===== src/rtl/pc_fetch_unit.sv =====
// Program counter and fetch sequencer: boot slot, sequential fetch, taken-branch bubble, halt.
// Optional taken-branch counter output enabled by PC_FETCH_BRANCH_COUNT_EN.
module pc_fetch_unit #(
  parameter int                    DATA_WIDTH = 32,
  parameter logic [DATA_WIDTH-1:0] RESET_PC   = 32'h0000_0000
) (
  input  logic                  clk,
  input  logic                  rst_n,
  input  logic                  PCsrc,
  input  logic [DATA_WIDTH-1:0] ImmOp,
  input  logic                  stall,
  output logic [DATA_WIDTH-1:0] PC,
  output logic                  pc_valid,
  output logic                  halted,
  output logic                  misaligned
`ifdef PC_FETCH_BRANCH_COUNT_EN
  ,
  output logic [31:0]           branch_count
`endif
);

  typedef enum logic [1:0] {BOOT, RUN, BUBBLE, HALT} state_e;

  state_e                state_q, state_d;
  logic [DATA_WIDTH-1:0] pc_q, pc_d;
  logic                  mis_q, mis_d;
  logic [DATA_WIDTH-1:0] target;

  always_comb begin
    state_d = state_q;
    pc_d    = pc_q;
    mis_d   = mis_q;
    target  = pc_q + ImmOp;
    case (state_q)
      BOOT:   state_d = RUN;
      RUN: begin
        // stall outranks any branch decision for the current slot
        if (!stall) begin
          if (!PCsrc) begin
            pc_d = pc_q + DATA_WIDTH'(4);
          end else if (target[1:0] != 2'b00) begin
            mis_d   = 1'b1;
            state_d = HALT;
          end else if (ImmOp == '0) begin
            state_d = HALT;
          end else begin
            pc_d    = target;
            state_d = BUBBLE;
          end
        end
      end
      BUBBLE: state_d = RUN;
      HALT:   state_d = HALT;
      default: state_d = BOOT;
    endcase
  end

  always_ff @(posedge clk or negedge rst_n) begin
    if (!rst_n) begin
      state_q <= BOOT;
      pc_q    <= RESET_PC;
      mis_q   <= 1'b0;
    end else begin
      state_q <= state_d;
      pc_q    <= pc_d;
      mis_q   <= mis_d;
    end
  end

  // Outputs come straight from flops / state decode so no input reaches them combinationally.
  assign PC         = pc_q;
  assign pc_valid   = (state_q == RUN);
  assign halted     = (state_q == HALT);
  assign misaligned = mis_q;

`ifdef PC_FETCH_BRANCH_COUNT_EN
  logic [31:0] cnt_q, cnt_d;

  // BUBBLE is entered only from a loaded taken branch.
  always_comb begin
    cnt_d = cnt_q;
    if (state_q == RUN && state_d == BUBBLE) cnt_d = cnt_q + 32'd1;
  end

  always_ff @(posedge clk or negedge rst_n) begin
    if (!rst_n) cnt_q <= '0;
    else        cnt_q <= cnt_d;
  end

  assign branch_count = cnt_q;
`endif

endmodule


===== config.mk =====
export PLATFORM = sky130hd
export DESIGN_NAME = pc_fetch_unit
export DESIGN_NICKNAME = d
export VERILOG_FILES = /design/src/rtl/pc_fetch_unit.sv
export SDC_FILE = /design/constraint.sdc
export NUM_CORES = 1
export LEC_CHECK = 0
export CAP_MARGIN = 20
export CORE_MARGIN = 5
export CORE_UTILIZATION = 50
export CTS_CLUSTER_DIAMETER = 60
export DETAILED_ROUTE_END_ITERATION = 10
export PLACE_DENSITY = 0.81
export SKIP_CTS_REPAIR_TIMING = 1
export SLEW_MARGIN = 20
export SYNTH_ARGS = -nofsm -noshare
export SYNTH_HDL_FRONTEND = slang
export SYNTH_SLANG_ARGS = --single-unit

===== constraint.sdc =====
create_clock -name clk -period 5.76 [get_ports clk]
set_input_delay 0.576 -clock clk [delete_from_list [all_inputs] [get_ports clk]]
set_output_delay 0.576 -clock clk [all_outputs]
set_load 0.01 [all_outputs]

==> Flow_metrics.wiki <==
{| class="wikitable"
! Metric !! Value
|-
| Area post-placement || 0.00455 mm^2
|-
| CTS tree || yes
|-
| Yosys reg bits || 35
|-
| Top FF cell, synth || sky130_fd_sc_hd__dfrtp_1
|-
| Highest net fanout along the worst path || 29
|-
| Final instance area || around 0.0046 mm^2
|-
| Final antenna diode count || 0
|-
| Core ar. || approximately 0.0073 mm^2
|-
| Asr flop ratio synth || 100%
|-
| Cell count of the worst reg-to-reg path || 10
|-
| Util after Layout || between 60% and 70%
|-
| Ys Warns || 0
|-
| Number of flops mapped to enable cells by yosys || 0
|-
| Antenna violations before repair || 0
|-
| Worst-margin pin slew || 1010 ps
|-
| Post-synth top area cell || sky130_fd_sc_hd__dfrtp_1
|-
| DR pass1 iterations || 5
|-
| Die height || 97.0 um
|-
| Maximum number of pins on one net before global-route repair || 36
|-
| Top-level port count || 71
|-
| Post-detailed-route DRC marker count || 0
|-
| Fraction of synthesized cell area taken by the top area cell type || between 20 and 25%
|-
| HP Start || PC[31]
|-
| Area Overhead vs Synth || 22.9%
|-
| Accumulated negative setup slack || 0 ps
|-
| Post-synthesis cell type count || 63
|-
| Reg2reg setup slack || between 2000 and 3000 ps
|-
| Count of standard-cell rows || 31
|-
| Unrepaired setup endpoints after global routing || false
|-
| Filler cell count || 674
|-
| Min Clock Period, post-route || around 3400 ps
|-
| Category of the worst setup path launch point || input port
|-
| Detailed Place HPWL || 8820 um
|-
| Status || finished clean
|-
| Worst-case headroom to the max-slew limit || roughly 33%
|-
| Vias in the first global route || a little under 4,000
|-
| Worst-case vdd ir drop || approximately 160 uV
|-
| Combined area of all synthesized cells || about 0.0038 mm^2
|-
| Req. time, crit path || approximately 6000 ps
|-
| Syn nets || 547
|-
| Drt first-iter violations || 394
|-
| Worst hold path cell count || 1
|-
| Reg2Reg Launch Point || PC[0]
|-
| Most common library cell in the layout ignoring fill and taps || sky130_fd_sc_hd__clkdlybuf4s50_1
|-
| Arrival @ worst endpoint || ~3700 ps
|-
| Pwr Density || 161 mW/mm^2
|-
| Overall Global Routing Usage || between 20% and 30%
|-
| Post-detailed-route wirelength per cell || between 15 and 20 um
|-
| Cell types with the largest area share after synthesis || sky130_fd_sc_hd__dfrtp_1 (23%), sky130_fd_sc_hd__ha_1 (11%), sky130_fd_sc_hd__a21oi_1 (7.8%)
|-
| Routability cong. || approximately 1
|-
| Global-route wire length before repair || 19,200 um
|-
| Proportion of layout cells with a drive suffix above 1 || 6.85%
|-
| Share of the cycle needed by the critical path after routing || 59.7%
|-
| Max-capacitance violation count || 0
|-
| Vias per Instance || 6.32
|-
| Die outline area || approximately 0.0094 mm^2
|-
| Proportion of synthesized chip area in sequential cells || 23.2%
|-
| Tightest Hold Check Type || flop to flop
|-
| Detail Route Antenna Nets || 0
|-
| Overall die width || about 97 um
|-
| Number of slew-limit violations in the final report || 0
|-
| Most used cells in the layout excluding fill and tap cells || sky130_fd_sc_hd__clkdlybuf4s50_1 (70), sky130_fd_sc_hd__a21oi_1 (59), sky130_fd_sc_hd__nand2_1 (45), sky130_fd_sc_hd__dfrtp_1 (35), sky130_fd_sc_hd__ha_1 (32)
|-
| Count of buffers inserted at the top-level ports || 70
|-
| Cell count after synthesis || 478
|-
| Clk_lat worst skew || 290 ps
|-
| Setup Crit Path Kind || input port to flop
|-
| Worst-path clk slew || 80 ps
|-
| Congestion Overflow GR || 0
|-
| Total clock buffers created by CTS || 5
|-
| H-tree levels || 2
|-
| Bufs on Longest Clock Path || 2
|-
| Crit path capture type || flop
|-
| Final hold violation count || 0
|-
| End of the worst hold path || PC[31]
|-
| Setup violators final || 0
|-
| Clk root buf || sky130_fd_sc_hd__clkbuf_8
|-
| Fmax achieved || roughly 0.29 GHz
|-
| Final WL || between 10,000 and 15,000 um
|-
| Starting density of the core || about half
|-
| Sink Count || 35
|-
| Per-instance average area after synthesis || 7.91 um^2
|-
| Total vias in the final route || 4,036
|-
| Max Clock Skew || slightly above 8 ps
|-
| Nets || between 600 and 700
|-
| Leakage power || 1.92 nW
|-
| End of the worst register-to-register path || PC[23]
|}
-- cell usage after synthesis (4+ instances only) --
cell type	n
sky130_fd_sc_hd__a21o_1	16
sky130_fd_sc_hd__a21oi_1	59
sky130_fd_sc_hd__a22oi_1	7
sky130_fd_sc_hd__a31oi_1	5
sky130_fd_sc_hd__and2_1	5
sky130_fd_sc_hd__and3_1	10
sky130_fd_sc_hd__clkbuf_1	13
sky130_fd_sc_hd__dfrtp_1	35
sky130_fd_sc_hd__ha_1	32
sky130_fd_sc_hd__inv_1	13
sky130_fd_sc_hd__mux2i_1	7
sky130_fd_sc_hd__nand2_1	45
sky130_fd_sc_hd__nand3_1	18
sky130_fd_sc_hd__nand4_1	7
sky130_fd_sc_hd__nor2_1	30
sky130_fd_sc_hd__nor3_1	11
sky130_fd_sc_hd__nor4_1	11
sky130_fd_sc_hd__o211ai_1	4
sky130_fd_sc_hd__o21a_1	6
sky130_fd_sc_hd__o21ai_0	26
sky130_fd_sc_hd__o21ai_1	12
sky130_fd_sc_hd__o221ai_1	6
sky130_fd_sc_hd__o22ai_1	8
sky130_fd_sc_hd__xnor2_1	15
sky130_fd_sc_hd__xor2_1	12
-- cells by family (layout without fill, tap and decap cells) --
kind of cell	after synthesis	in the layout	synth area share [%]
fa+ha+maj	33	33	11.1
compound gates	176	176	30.0
xor+xnor	27	27	6.25
simple gates	164	164	23.1
flops	35	35	23.2
buf+inv	33	95	3.61
mux	10	10	2.75
-- cell type report --
type                       count  area, um^2  area share [%]
tap                           99         124            2.66
multi-input combinational    410        2770            59.7
inverter                      14        52.6            1.13
sequential                    35         876            18.8
timing repair buffer          73         723            15.6
clock buffer                   8         100            2.15
-- power by group --
part / switching (mW) / internal (mW) / leakage, nW / total (mW)
logic: 0.147 / 0.129 / 1.47 / 0.276
registers: 0.0149 / 0.257 / 0.401 / 0.272
clock network: 0.0913 / 0.109 / 0.0515 / 0.201
total: 0.253 / 0.495 / 1.92 / 0.748
-- how the worst max path moves through the flow --
stage               startpoint     end  slack [ps]  depth (start not counted)
global placement         PCsrc  PC[23]        2160                          7
CTS                      PCsrc  PC[23]        2410                          7
finish                   PCsrc  PC[23]        2320                          7
floorplan             ImmOp[9]  PC[26]        3140                         10
global route             PCsrc  PC[23]        2060                          7
detailed placement       PCsrc  PC[23]        2080                          7
-- sequential cells by signal, indices dropped and copies added (netlist names) --
name,count
state_q,2
PC,32
misaligned,1
-- critical path: stages --
cell	delay (ps)
sky130_fd_sc_hd__clkdlybuf4s50_1	900
sky130_fd_sc_hd__inv_1	670
sky130_fd_sc_hd__o21a_1	890
sky130_fd_sc_hd__a31oi_1	170
sky130_fd_sc_hd__a311oi_1	290
sky130_fd_sc_hd__a21oi_1	70
sky130_fd_sc_hd__o21ai_1	80
-- metrics by stage --
step           setup WS, ps  cells  hold slack (ps)  power [mW]
6_report               2320    639              474       0.748
5_1_grt                2060    639              515       0.787
4_1_cts                2410    639              475       0.750
3_5_place_dp           2080    631              464       0.547
3_3_place_gp           2160    631              460       0.540
2_1_floorplan          3140    478              280       0.452
-- per-layer routing --
metal  up-vias  part of all wire, %  track usage (%)
met4         0                  2.6             8.32
met2       180                   46             38.5
met1      1890                   44             32.9
met5         -                    0                0
met3        25                  6.7             4.03
li1       1941                    -                -
Power figures use the tool's default switching activity.
